`src/rtl/fir_output_stage.sv`:
```
// FIR output stage: registers the last tap's sum, rounds/saturates it to OUT_W bits and
// queues results in a small FIFO drained by valid/ready. Counts saturations and drops.
module fir_output_stage #(
   parameter int N     = 32,
   parameter int OUT_W = 16,
   parameter int SHIFT = 8,
   parameter int DEPTH = 4,
   parameter int CNT_W = 16
) (
   input  logic                       clk,
   input  logic                       rst,
   input  logic                       ena,
   input  logic signed [N-1:0]        y_in,
   output logic signed [OUT_W-1:0]    out_data,
   output logic                       out_valid,
   input  logic                       out_ready,
   output logic [$clog2(DEPTH):0]     level,
   output logic [CNT_W-1:0]           sat_cnt,
   output logic [CNT_W-1:0]           drop_cnt
);
   localparam int AW  = $clog2(DEPTH);
   localparam int RSH = (SHIFT > 0) ? SHIFT - 1 : 0;
   localparam logic signed [N:0] RND     = (SHIFT > 0) ? ((N+1)'(1) <<< RSH) : '0;
   localparam logic signed [N:0] SAT_MAX = {{(N+2-OUT_W){1'b0}}, {(OUT_W-1){1'b1}}};
   localparam logic signed [N:0] SAT_MIN = {{(N+2-OUT_W){1'b1}}, {(OUT_W-1){1'b0}}};

   logic signed [N-1:0]                s1_data_q;
   logic                               s1_valid_q;
   logic signed [N:0]                  t, r;
   logic signed [OUT_W-1:0]            word;
   logic                               sat;
   logic [DEPTH-1:0][OUT_W-1:0]        mem_q;
   logic [OUT_W-1:0]                   last_q;
   logic [AW:0]                        wr_q, wr_d, rd_q, rd_d;
   logic [CNT_W-1:0]                   sat_q, sat_d, drop_q, drop_d;
   logic                               empty, full, pop, push, drop;

   // Stage 2: round half up in N+1 bits so the rounding add can never overflow.
   always_comb begin
      t    = {s1_data_q[N-1], s1_data_q} + RND;
      r    = t >>> SHIFT;
      word = r[OUT_W-1:0];
      sat  = 1'b0;
      if (r > SAT_MAX) begin
         word = SAT_MAX[OUT_W-1:0];
         sat  = 1'b1;
      end else if (r < SAT_MIN) begin
         word = SAT_MIN[OUT_W-1:0];
         sat  = 1'b1;
      end
   end

   assign empty = (wr_q == rd_q);
   assign full  = (wr_q[AW] != rd_q[AW]) && (wr_q[AW-1:0] == rd_q[AW-1:0]);
   assign pop   = !empty && out_ready;
   // A pop on the same edge frees the slot, so a full FIFO still accepts the push.
   assign push  = s1_valid_q && (!full || pop);
   assign drop  = s1_valid_q && full && !pop;

   always_comb begin
      wr_d   = push ? wr_q + 1'b1 : wr_q;
      rd_d   = pop  ? rd_q + 1'b1 : rd_q;
      sat_d  = (s1_valid_q && sat && sat_q != '1) ? sat_q + 1'b1 : sat_q;
      drop_d = (drop && drop_q != '1) ? drop_q + 1'b1 : drop_q;
   end

   always_ff @(posedge clk or negedge rst) begin
      if (!rst) begin
         s1_data_q  <= '0;
         s1_valid_q <= 1'b0;
         mem_q      <= '0;
         last_q     <= '0;
         wr_q       <= '0;
         rd_q       <= '0;
         sat_q      <= '0;
         drop_q     <= '0;
      end else begin
         s1_valid_q <= ena;
         if (ena) s1_data_q <= y_in;
         if (push) mem_q[wr_q[AW-1:0]] <= word;
         // Remember the popped head so out_data holds it once the FIFO runs dry.
         if (pop) last_q <= mem_q[rd_q[AW-1:0]];
         wr_q   <= wr_d;
         rd_q   <= rd_d;
         sat_q  <= sat_d;
         drop_q <= drop_d;
      end
   end

   assign out_valid = !empty;
   assign out_data  = empty ? last_q : mem_q[rd_q[AW-1:0]];
   assign level     = wr_q - rd_q;
   assign sat_cnt   = sat_q;
   assign drop_cnt  = drop_q;
endmodule

```
`config.mk`:
```
export PLATFORM = sky130hd
export DESIGN_NAME = fir_output_stage
export DESIGN_NICKNAME = d
export VERILOG_FILES = /design/src/rtl/fir_output_stage.sv
export SDC_FILE = /design/constraint.sdc
export NUM_CORES = 1
export LEC_CHECK = 0
export CAP_MARGIN = 20
export CORE_UTILIZATION = 47
export CTS_CLUSTER_SIZE = 10
export DETAILED_ROUTE_END_ITERATION = 7
export PLACE_DENSITY = 0.76
export SLEW_MARGIN = 10
export SYNTH_ARGS = -nofsm -noshare
export SYNTH_HDL_FRONTEND = slang
export SYNTH_SLANG_ARGS = --single-unit
```
`constraint.sdc`:
```
create_clock -name clk -period 6.5 [get_ports clk]
set_input_delay 1.3 -clock clk [delete_from_list [all_inputs] [get_ports clk]]
set_output_delay 1.3 -clock clk [all_outputs]
set_load 0.01 [all_outputs]
```
**Yosys cells after proc, flatten, opt, wreduce, memory -nomap -nowiden**

Cells that the tools add are included.

- Bits in registers: 151
- Bits in latches: 0
- Bits in writable memories: 0
- ROM bits: 0
- Input port bits: 36
- Output and inout port bits: 52
- Logic and storage cells: 50
- Memories: 0

- Add/subtract/negate cells: 6
- Multipliers: 0
- Divide/modulo/power cells: 0
- $lt $le $gt $ge: 5
- Equality and inequality tests: 5
- Shift operators: 0
- Multiplexer cells: 10
- Bitwise logic cells: 0
- Reduce and logical (&&, ||, !) cells: 13

Operator list:

| kind | number |
|---|---|
| two-way mux 16 bit | 5 |
| bitwise mux 64 bit | 1 |
| adder 32 x 9 -> 33 bit (second input constant) | 1 |
| adder 16 x 1 -> 16 bit (second input constant) | 2 |
| binary-select mux 16 bit (select 2 bit) | 1 |
| demux 16 bit (select 2 bit) | 1 |
| != test 16 bit (second input constant) | 2 |
| > comparator 25 x 16 -> 1 bit (second input constant) | 1 |
| less-than comparator 25 x 16 -> 1 bit (second input constant) | 1 |
| logical AND 1 bit | 9 |
| adder 3 x 1 -> 3 bit (second input constant) | 2 |
| less-than comparator 2 x 3 -> 1 bit (second input constant) | 2 |
| equality test 3 bit | 1 |
| logical NOT 1 bit | 3 |
| subtractor 3 bit | 1 |
| equality test 2 bit | 1 |
| greater-or-equal comparator 2 x 1 -> 1 bit (second input constant) | 1 |
| two-way mux 1 bit | 2 |
| logical OR 1 bit | 1 |
| != test 1 bit | 1 |

**Logic depth before layout (Yosys ltp)**

Gate-level depths: netlist (run 1).

- Depth after elaboration: 6
- Depth in mapped cells: 12

**Worst setup path before layout (run 1)**

No wires, ideal clock.

- Path type: flip-flop to output port
- Start: register rd_q[1]
- End: output out_data[10]
- Data arrival time: 2466 ps
- Setup slack: 2734 ps
- Cell stages (with the launch flop): 8
- Cell sequence: dfrtp_1 > clkbuf_1 > buf_1 > inv_1 > ha_1 > nand3_1 > clkbuf_1 > mux2_2

- Word-level cells in the longest chain between the ends: 3
- Elaborated cells between the ends (all ways): 4
- Classes of those cells: eq/ne (1); mux (3)

RTL lines:

| item | line | source |
|---|---|---|
| from (decl) | 34 | `logic [AW:0] wr_q, wr_d, rd_q, rd_d;` |
| from (signal assigned) | 84 | `rd_q <= rd_d;` |
| binary-select mux 16 bit (select 2 bit) | 91 | `assign out_data = empty ? last_q : mem_q[rd_q[AW-1:0]];` |
| two-way mux 16 bit (not written as such) | 91 |  |
| two-way mux 16 bit * | 91 |  |
| to (decl) | 14 | `output logic signed [OUT_W-1:0] out_data,` |

Mark *: on every way between the ends. The rest lies on a longest branch, timed or not. The select of a mux whose other input is x is not followed.

**Worst setup path in the final report (run 1)**

Same ends and word-level chain as after synthesis.

==> results of run 1 <==
Yosys cell counts, drive strengths merged, types with 9 or more instances:
cell type  number  share of area
nand2          64          0.034
dfrtp         144           0.51
mux2           61          0.097
o21ai          37          0.026
nor2           30          0.016
nand4           9          0.011
nor3           15          0.013
clkbuf         19          0.010
o22a           36          0.044
nand3          32          0.023
xor2           25          0.031
ha             10          0.018
mux4           16          0.051
xnor2          24          0.030
inv            12         0.0064
worst paths after layout:
check	from	end	cells after the start
max	rd_q[1]$_DFFE_PN0P_	out_data[10]	5
min	mem_q[39]$_DFFE_PN0P_	mem_q[39]$_DFFE_PN0P_	2
max reg2reg	rd_q[1]$_DFFE_PN0P_	last_q[5]$_DFFE_PN0P_	5
min reg2reg	mem_q[39]$_DFFE_PN0P_	mem_q[39]$_DFFE_PN0P_	2
max in group asynchronous	rst	drop_cnt[2]$_DFFE_PN0P_	2
min in group asynchronous	rst	s1_data_q[12]$_DFFE_PN0P_	1
final cells by class:
class	instances	area, µm²	share of cell area
Timing Repair Buffer	85	843.3	0.09875
Tap cell	184	230.2	0.02696
Inverter	12	45.04	0.005275
Clock buffer	24	481.7	0.05641
Clock inverter	2	10.01	0.001172
Sequential cell	144	3603	0.4220
Multi-Input combinational cell	425	3326	0.3895
cell families (layout without fill, tap and decap cells):
family	Yosys count	after routing
AOI/OAI and AO/OA	99	99
adders and majority gates	11	11
and+or+nand+nor	189	189
xor gates and xnor gates	49	49
DFF	144	144
muxes	77	77
buffers and inverters	39	123
state kept, by name, summed over array words and instances (netlist names):
| name | count |
|---|---|
| mem_q | 64 |
| s1_data_q | 25 |
| drop_cnt | 16 |
| last_q | 16 |
| sat_cnt | 16 |
| rd_q | 3 |
| wr_q | 3 |
| s1_valid_q | 1 |
routing by layer:
| metal | vias up | share of wire |
|---|---|---|
| li1 | 2359 | - |
| met1 | 2513 | 0.44 |
| met2 | 137 | 0.49 |
| met3 | 24 | 0.048 |
| met4 | 0 | 0.019 |
| met5 | - | 0 |
placed cells by master (no fill, tap or decap), types with 7 or more instances in the layout:
cell and count:
sky130_fd_sc_hd__and3_1 7, sky130_fd_sc_hd__clkbuf_16 17, sky130_fd_sc_hd__clkdlybuf4s50_1 79, sky130_fd_sc_hd__dfrtp_1 144
sky130_fd_sc_hd__ha_1 10, sky130_fd_sc_hd__inv_1 12, sky130_fd_sc_hd__mux2_2 60, sky130_fd_sc_hd__mux4_2 16
sky130_fd_sc_hd__nand2_1 64, sky130_fd_sc_hd__nand3_1 31, sky130_fd_sc_hd__nand4_1 7, sky130_fd_sc_hd__nor2_1 29
sky130_fd_sc_hd__nor3_1 13, sky130_fd_sc_hd__o21ai_0 31, sky130_fd_sc_hd__o22a_1 36, sky130_fd_sc_hd__xnor2_1 24
sky130_fd_sc_hd__xor2_1 25
metrics by stage:
step | worst slack, ps | utilization
CTS | 1623 | 0.5819
global placement | 2256 | 0.5483
detailed placement | 2136 | 0.5483
finish | 1782 | 0.5831
floorplan | 2734 | -
global route | 1539 | 0.5831
where the power goes:
group	switching [µW]	internal, µW	total (µW)
Clock	330	502	833
Combinational	669	908	1580
Sequential	218	1200	1420
Total	1220	2610	3830
worst min-delay path, stage by stage (launching register included):
cell	delay [ps]
sky130_fd_sc_hd__dfrtp_1	340
sky130_fd_sc_hd__nand2_1	40
sky130_fd_sc_hd__o21ai_0	60
==> flow_summary.html, run 1 <==
<table>
<tr><th>Metric</th><th>Value</th></tr>
<tr><th colspan="2">Outcome</th></tr>
<tr><td>Outcome</td><td>finished, violations left</td></tr>
<tr><td>Violated checks</td><td>design-rule violations</td></tr>
<tr><th colspan="2">GRT</th></tr>
<tr><td>Most crowded layer after global routing</td><td>met2</td></tr>
<tr><td>All-layer global routing usage</td><td>0.2091</td></tr>
<tr><td>Global Route met2 Usage</td><td>0.3377</td></tr>
<tr><td>First-pass GRT wire length</td><td>roughly 26000 µm</td></tr>
<tr><td>Global-route track usage on met1</td><td>0.2730</td></tr>
<tr><td>Total grt overflow</td><td>0</td></tr>
<tr><td>Met3 layer usage reported by global route</td><td>0.04854</td></tr>
<tr><td>Maximum number of pins on one net before global-route repair</td><td>between 100 and 150</td></tr>
<tr><td>Vias in the first global route</td><td>a little over 5000</td></tr>
<tr><td>Initial antenna violation count</td><td>0</td></tr>
<tr><th colspan="2">Power</th></tr>
<tr><td>Pleak</td><td>between 0.003 and 0.004 µW</td></tr>
<tr><td>Power density over cell area</td><td>approximately 450 nW/µm²</td></tr>
<tr><td>Power after layout</td><td>3829 µW</td></tr>
<tr><td>VDD IR-drop max</td><td>0.0002337 V</td></tr>
<tr><th colspan="2">Setup path</th></tr>
<tr><td>Kind of critical path</td><td>flip-flop to output pin</td></tr>
<tr><td>Slowest stage cell, crit path</td><td>sky130_fd_sc_hd__dfrtp_1</td></tr>
<tr><td>Buf+Inv Stages, Crit Path</td><td>2</td></tr>
<tr><td>Largest stage delay, worst path</td><td>930 ps</td></tr>
<tr><td>Slack of the worst reg-to-reg path</td><td>3120 ps</td></tr>
<tr><td>CP Max Fanout</td><td>20</td></tr>
<tr><td>Data required time of the critical path</td><td>5200 ps</td></tr>
<tr><td>Family of cells with the greatest summed delay on the critical path</td><td>flip-flops</td></tr>
<tr><td>Worst Setup End Kind</td><td>output pin</td></tr>
<tr><td>Critical path startpoint category</td><td>flip-flop</td></tr>
<tr><td>Critical path cell sequence</td><td>inv_1, ha_1, nand3_1, mux2_2, clkdlybuf4s50_1</td></tr>
<tr><td>Arrival time of data at the critical path endpoint</td><td>approximately 3400 ps</td></tr>
<tr><th colspan="2">Routing</th></tr>
<tr><td>WL/cell</td><td>17.03 µm</td></tr>
<tr><td>Final Routed Wirelength</td><td>between 10000 and 15000 µm</td></tr>
<tr><td>Via Count</td><td>a little over 5000</td></tr>
<tr><td>DRC viols</td><td>6</td></tr>
<tr><td>DRT Pass-1 Iters</td><td>6</td></tr>
<tr><td>DR vias/cell</td><td>5.745</td></tr>
<tr><td>Antenna-violating nets left</td><td>0</td></tr>
<tr><td>Violation count after the first detailed-routing iteration</td><td>196</td></tr>
<tr><th colspan="2">STA</th></tr>
<tr><td>Relative max-transition margin</td><td>0.3914</td></tr>
<tr><td>Unrepaired setup endpoints after global routing</td><td>false</td></tr>
<tr><td>Pins over their slew limit</td><td>0</td></tr>
<tr><td>Time the final worst path needs with I/O delays and setup</td><td>between 4000 and 5000 ps</td></tr>
<tr><td>Fin. Hold Viols</td><td>0</td></tr>
<tr><td>Final hold slack</td><td>477.9 ps</td></tr>
<tr><td>Final worst-path cycle share</td><td>0.7258</td></tr>
<tr><td>Transition at the pin with the smallest max-transition slack</td><td>906.0 ps</td></tr>
<tr><td>Finish-stage setup viols</td><td>0</td></tr>
<tr><td>Worst clock skew</td><td>3.315 ps</td></tr>
<tr><td>Setup tns final</td><td>0 ps</td></tr>
<tr><td>Top achievable clock speed</td><td>0.2120 GHz</td></tr>
<tr><th colspan="2">Synthesis</th></tr>
<tr><td>Yosys cell types</td><td>57</td></tr>
<tr><td>Synth warnings</td><td>0</td></tr>
<tr><td>Area share of and/or/nand/nor cells after synthesis</td><td>0.1403</td></tr>
<tr><td>Compound-Gate Fraction of Synth Area</td><td>0.1001</td></tr>
<tr><td>EDFF count, synth</td><td>0</td></tr>
<tr><td>Fraction of the yosys area taken by sequential cells</td><td>0.5084</td></tr>
<tr><td>Post-synthesis instance area</td><td>7088 µm²</td></tr>
<tr><td>Share of synthesized area spent on multiplexers</td><td>0.1477</td></tr>
<tr><td>Synth Flop Type</td><td>sky130_fd_sc_hd__dfrtp_1</td></tr>
<tr><td>Synth Area in Adders</td><td>0.02048</td></tr>
<tr><td>Number of register bits inferred by synthesis</td><td>144</td></tr>
<tr><td>Synthesized Nets</td><td>655</td></tr>
<tr><td>Combinational family with the most area after synthesis</td><td>multiplexers</td></tr>
<tr><td>Gate count of the mapped netlist</td><td>a little over 600</td></tr>
<tr><td>Average footprint of a synthesized cell</td><td>11.66 µm²</td></tr>
<tr><td>Xor and xnor fraction of the mapped netlist area</td><td>0.06055</td></tr>
<tr><td>Share of synthesized flip-flops with an asynchronous set or reset</td><td>1.000</td></tr>
<tr><th colspan="2">Cells and area</th></tr>
<tr><td>Final Instance Area</td><td>approximately 8500 µm²</td></tr>
<tr><td>Count of nets after finishing</td><td>732</td></tr>
<tr><td>Ant. Diodes</td><td>0</td></tr>
<tr><td>Post-layout instance count excluding filler cells</td><td>876</td></tr>
<tr><td>Layout filler cell count</td><td>1137</td></tr>
<tr><td>Fraction of layout instances using a drive strength above 1</td><td>0.1676</td></tr>
<tr><td>Synthesis-to-finish area growth</td><td>20.48%</td></tr>
<tr><th colspan="2">Floorplanning</th></tr>
<tr><td>Chip height</td><td>124.8 µm</td></tr>
<tr><td>Die span in x</td><td>124.8 µm</td></tr>
<tr><td>Total I/O pin count</td><td>88</td></tr>
<tr><td>CORE AREA</td><td>~15000 µm²</td></tr>
<tr><td>Starting Density</td><td>0.4840</td></tr>
<tr><td>Total die area</td><td>15580 µm²</td></tr>
<tr><td>Num rows</td><td>44</td></tr>
<tr><th colspan="2">Hold path</th></tr>
<tr><td>Min-Delay Path Class</td><td>flip-flop to flip-flop</td></tr>
<tr><th colspan="2">Clock network</th></tr>
<tr><td>Clock root buffer master</td><td>sky130_fd_sc_hd__clkbuf_16</td></tr>
<tr><td>Number of clock sinks seen by CTS</td><td>144</td></tr>
<tr><td>Worst-Skew Late Latency</td><td>~420 ps</td></tr>
<tr><td>Quantity of gates resized following cts</td><td>0</td></tr>
<tr><td>Clock tree from TritonCTS</td><td>done</td></tr>
<tr><td>Post-CTS setup buffers</td><td>0</td></tr>
<tr><td>Buffer depth of the longest clock path</td><td>2</td></tr>
<tr><td>Clock transition at the registers of the reported paths</td><td>about 50 ps</td></tr>
<tr><td>Clock buffer count from CTS</td><td>17</td></tr>
<tr><td>Total of hold buffers inserted after clock tree synthesis</td><td>0</td></tr>
<tr><td>Max H-tree Level</td><td>4</td></tr>
<tr><th colspan="2">Flow run</th></tr>
<tr><td>Reported max-cap violation count</td><td>0</td></tr>
<tr><th colspan="2">Placement</th></tr>
<tr><td>Post-detailed-placement half-perimeter wirelength</td><td>10620 µm</td></tr>
<tr><td>Cell Area, Placed</td><td>8029 µm²</td></tr>
<tr><td>Count of placed standard cells including taps</td><td>848</td></tr>
<tr><td>Placer's final routability congestion estimate</td><td>0.8592</td></tr>
<tr><td>Port buffer count</td><td>80</td></tr>
</table>
(Power assumes the default switching activity.)
==> run 2: changes to the inputs <==
==> constraint.sdc (replaced) <==
create_clock -name clk -period 4.65 [get_ports clk]
set_input_delay 0.93 -clock clk [delete_from_list [all_inputs] [get_ports clk]]
set_output_delay 0.93 -clock clk [all_outputs]
set_load 0.01 [all_outputs]
==> run 2 against run 1 <==
  * Utilization increased by 1.1 points
  * Die area unchanged
  * Clock-buffer cell count is 3 lower
  * Via count up 0.99%
  * Register-to-register slack got worse by 1600 ps
  * Non-clock buffer count grew 3
  * Total power increased by 47%
  * Sequential share of layout area fell by 0.78 points
  * Final cell count up 0.91%
  * Sequential power is 38% higher
  * Largest power group unchanged
  * The run still ends with design-rule violations left
==> flow_summary.html, run 2 (same netlist as run 1, synthesis figures left out) <==
<table>
<tr><th>Metric</th><th>Value</th></tr>
<tr><th colspan="2">Power</th></tr>
<tr><td>VDD IR-drop max</td><td>0.0002870 V (was 0.0002337 V)</td></tr>
<tr><td>Power density over cell area</td><td>648.2 nW/µm² (was 448.4 nW/µm²)</td></tr>
<tr><td>Pleak</td><td>0.003548 µW (was 0.003470 µW)</td></tr>
<tr><th colspan="2">Placement</th></tr>
<tr><td>Cell Area, Placed</td><td>8059 µm² (was 8029 µm²)</td></tr>
<tr><td>Post-detailed-placement half-perimeter wirelength</td><td>10940 µm (was 10620 µm)</td></tr>
<tr><td>Port buffer count</td><td>80 (unchanged)</td></tr>
<tr><td>Placer's final routability congestion estimate</td><td>0.8430 (was 0.8592)</td></tr>
<tr><td>Worst slack, placed</td><td>1058 ps (was 2136 ps)</td></tr>
<tr><th colspan="2">Floorplanning</th></tr>
<tr><td>Starting Density</td><td>0.4840 (unchanged)</td></tr>
<tr><td>Die span in x</td><td>124.8 µm (unchanged)</td></tr>
<tr><td>Total die area</td><td>15580 µm² (unchanged)</td></tr>
<tr><td>Chip height</td><td>124.8 µm (unchanged)</td></tr>
<tr><td>Num rows</td><td>44 (unchanged)</td></tr>
<tr><td>CORE AREA</td><td>14640 µm² (unchanged)</td></tr>
<tr><td>Total I/O pin count</td><td>88 (unchanged)</td></tr>
<tr><th colspan="2">STA</th></tr>
<tr><td>Worst clock skew</td><td>8.902 ps (was 3.315 ps)</td></tr>
<tr><td>Finish-stage setup viols</td><td>0 (unchanged)</td></tr>
<tr><td>Top achievable clock speed</td><td>about 0.25 GHz</td></tr>
<tr><td>Fin. Hold Viols</td><td>0 (unchanged)</td></tr>
<tr><td>Transition at the pin with the smallest max-transition slack</td><td>947.1 ps (was 906.0 ps)</td></tr>
<tr><td>Crit path setup slack, layout</td><td>649.6 ps (was 1782 ps)</td></tr>
<tr><td>Setup tns final</td><td>0 ps (unchanged)</td></tr>
<tr><td>Unrepaired setup endpoints after global routing</td><td>false (unchanged)</td></tr>
<tr><td>Relative max-transition margin</td><td>0.3637 (was 0.3914)</td></tr>
<tr><td>Time the final worst path needs with I/O delays and setup</td><td>4000 ps</td></tr>
<tr><td>Pins over their slew limit</td><td>0 (unchanged)</td></tr>
<tr><td>Final worst-path cycle share</td><td>0.8603</td></tr>
<tr><th colspan="2">GRT</th></tr>
<tr><td>First-pass GRT wire length</td><td>26780 µm (was 25590 µm)</td></tr>
<tr><td>Maximum number of pins on one net before global-route repair</td><td>81 (was 102)</td></tr>
<tr><td>Initial antenna violation count</td><td>0 (unchanged)</td></tr>
<tr><td>Vias in the first global route</td><td>5202 (was 5119)</td></tr>
<tr><td>All-layer global routing usage</td><td>0.2200 (was 0.2091)</td></tr>
<tr><td>Total grt overflow</td><td>0 (unchanged)</td></tr>
<tr><th colspan="2">Routing</th></tr>
<tr><td>DRC viols</td><td>6 (unchanged)</td></tr>
<tr><td>Final Routed Wirelength</td><td>15790 µm (was 14920 µm)</td></tr>
<tr><td>Violation count after the first detailed-routing iteration</td><td>265 (was 196)</td></tr>
<tr><td>WL/cell</td><td>17.87 µm (was 17.03 µm)</td></tr>
<tr><td>Via Count</td><td>5083 (was 5033)</td></tr>
<tr><td>DRT Pass-1 Iters</td><td>7 (was 6)</td></tr>
<tr><td>Antenna-violating nets left</td><td>0 (unchanged)</td></tr>
<tr><td>DR vias/cell</td><td>5.750 (was 5.745)</td></tr>
<tr><th colspan="2">Cells and area</th></tr>
<tr><td>Ant. Diodes</td><td>0 (unchanged)</td></tr>
<tr><td>Most common cell after layout, fill and taps aside</td><td>sky130_fd_sc_hd__dfrtp_1 (unchanged)</td></tr>
<tr><td>Most frequent cells in the layout</td><td>sky130_fd_sc_hd__dfrtp_1 (144), sky130_fd_sc_hd__clkdlybuf4s50_1 (79), sky130_fd_sc_hd__nand2_1 (64) (unchanged)</td></tr>
<tr><td>Count of nets after finishing</td><td>735 (was 732)</td></tr>
<tr><td>Final Instance Area</td><td>8701 µm² (was 8539 µm²)</td></tr>
<tr><td>Fraction of layout instances using a drive strength above 1</td><td>0.1829 (was 0.1676)</td></tr>
<tr><td>Number of flip-flops in the largest register</td><td>64 (unchanged)</td></tr>
<tr><td>Register with the most flip-flops</td><td>mem_q (unchanged)</td></tr>
<tr><td>Largest regs</td><td>mem_q: 64 flops, s1_data_q: 25 flops (unchanged)</td></tr>
<tr><td>Synthesis-to-finish area growth</td><td>22.75% (was 20.48%)</td></tr>
<tr><th colspan="2">Clock network</th></tr>
<tr><td>Clock buffer count from CTS</td><td>17 (unchanged)</td></tr>
<tr><td>Max H-tree Level</td><td>4 (unchanged)</td></tr>
<tr><td>Worst-Skew Late Latency</td><td>430 ps (was 420 ps)</td></tr>
<tr><td>Number of clock sinks seen by CTS</td><td>144 (unchanged)</td></tr>
<tr><td>Total of hold buffers inserted after clock tree synthesis</td><td>0 (unchanged)</td></tr>
<tr><td>Post-CTS setup buffers</td><td>0 (unchanged)</td></tr>
<tr><td>Clock root buffer master</td><td>sky130_fd_sc_hd__clkbuf_16 (unchanged)</td></tr>
<tr><td>Clock transition at the registers of the reported paths</td><td>60 ps (was 50 ps)</td></tr>
<tr><td>Buffer depth of the longest clock path</td><td>2 (unchanged)</td></tr>
<tr><td>Quantity of gates resized following cts</td><td>0 (unchanged)</td></tr>
<tr><td>Clock tree from TritonCTS</td><td>done (unchanged)</td></tr>
<tr><th colspan="2">Setup path</th></tr>
<tr><td>CP Max Fanout</td><td>20 (unchanged)</td></tr>
<tr><td>Arrival time of data at the critical path endpoint</td><td>3070 ps (was 3420 ps)</td></tr>
<tr><td>Data required time of the critical path</td><td>3720 ps (was 5200 ps)</td></tr>
<tr><td>Worst Setup End Kind</td><td>output pin (unchanged)</td></tr>
<tr><td>Critical path startpoint category</td><td>flip-flop (unchanged)</td></tr>
<tr><td>Kind of critical path</td><td>flip-flop to output pin (unchanged)</td></tr>
<tr><th colspan="2">Outcome</th></tr>
<tr><td>Outcome</td><td>finished, violations left (unchanged)</td></tr>
<tr><td>Violated checks</td><td>design-rule violations (unchanged)</td></tr>
<tr><th colspan="2">Flow run</th></tr>
<tr><td>Reported max-cap violation count</td><td>0 (unchanged)</td></tr>
<tr><th colspan="2">Hold path</th></tr>
<tr><td>Min-Delay Path Class</td><td>flip-flop to flip-flop (unchanged)</td></tr>
</table>
==> run 2: cell types whose count changed in the layout (fill, tap and decap cells not counted) <==
cell / change
sky130_fd_sc_hd__clkinvlp_4: +2
sky130_fd_sc_hd__clkbuf_8: +1
sky130_fd_sc_hd__clkbuf_1: -4
sky130_fd_sc_hd__clkbuf_4: -1
sky130_fd_sc_hd__bufinv_16: +3
sky130_fd_sc_hd__buf_6: -1
sky130_fd_sc_hd__clkinv_4: +1
sky130_fd_sc_hd__buf_4: +4
sky130_fd_sc_hd__clkinv_2: +2
sky130_fd_sc_hd__buf_16: +1
==> run 2: worst max-delay path, stage by stage (launching register included) <==
cell,delay [ps]
sky130_fd_sc_hd__dfrtp_1,330
sky130_fd_sc_hd__buf_4,300
sky130_fd_sc_hd__inv_1,90
sky130_fd_sc_hd__ha_1,300
sky130_fd_sc_hd__nand3_1,590
sky130_fd_sc_hd__mux2_2,530
sky130_fd_sc_hd__clkdlybuf4s50_1,500
==> run 2: path summary, 6_finish.rpt <==
kind                                        endpoint                  start  slack [ps]  depth (start not counted)
max                                     out_data[10]    rd_q[1]$_DFFE_PN0P_         650                          6
min                            mem_q[47]$_DFFE_PN0P_  mem_q[47]$_DFFE_PN0P_         480                          2
min reg2reg                    mem_q[47]$_DFFE_PN0P_  mem_q[47]$_DFFE_PN0P_         480                          2
min in group asynchronous  s1_data_q[29]$_DFFE_PN0P_                    rst         540                          1
max in group asynchronous   drop_cnt[11]$_DFFE_PN0P_                    rst        3150                          2
max reg2reg                    last_q[4]$_DFFE_PN0P_    rd_q[1]$_DFFE_PN0P_        1560                          7
==> run 2: where the power goes <==
part / internal (µW) / leakage [µW] / switching, µW / total [µW]
Sequential: 1680 / 0.00170 / 281 / 1960
Combinational: 1280 / 0.00154 / 995 / 2280
Clock: 893 / 0.000301 / 512 / 1400
Total: 3850 / 0.00355 / 1790 / 5640
==> run 2: metal layers <==
metal | up-vias | part of all wire | GRT usage
met2 | 132 | 0.51 | 0.3688
met5 | - | 0 | 0
met1 | 2562 | 0.43 | 0.2839
met3 | 17 | 0.046 | 0.04983
li1 | 2372 | - | -
met4 | 0 | 0.013 | 0.06754
==> run 2: through the flow <==
stage / utilization / power [µW] / hold WS (ps) / instances
6_report: 0.5942 / 5640 / 477.1 / 884
3_3_place_gp: 0.5503 / 4131 / 457.1 / 852
4_1_cts: 0.5923 / 5685 / 480.1 / 883
5_1_grt: 0.5942 / 5969 / 497.3 / 884
3_5_place_dp: 0.5503 / 4251 / 468.0 / 852
2_1_floorplan: - / 3334 / 444.6 / 608
==> run 2: final cells by class <==
class	count	area (µm²)
multi-input cells	425	3326
clock buffers	21	480.5
well taps	184	230.2
inverters	12	45.04
clock inverters	10	133.9
repair buffers	88	882.1
flip-flops and latches	144	3603
fillers	1154	5943
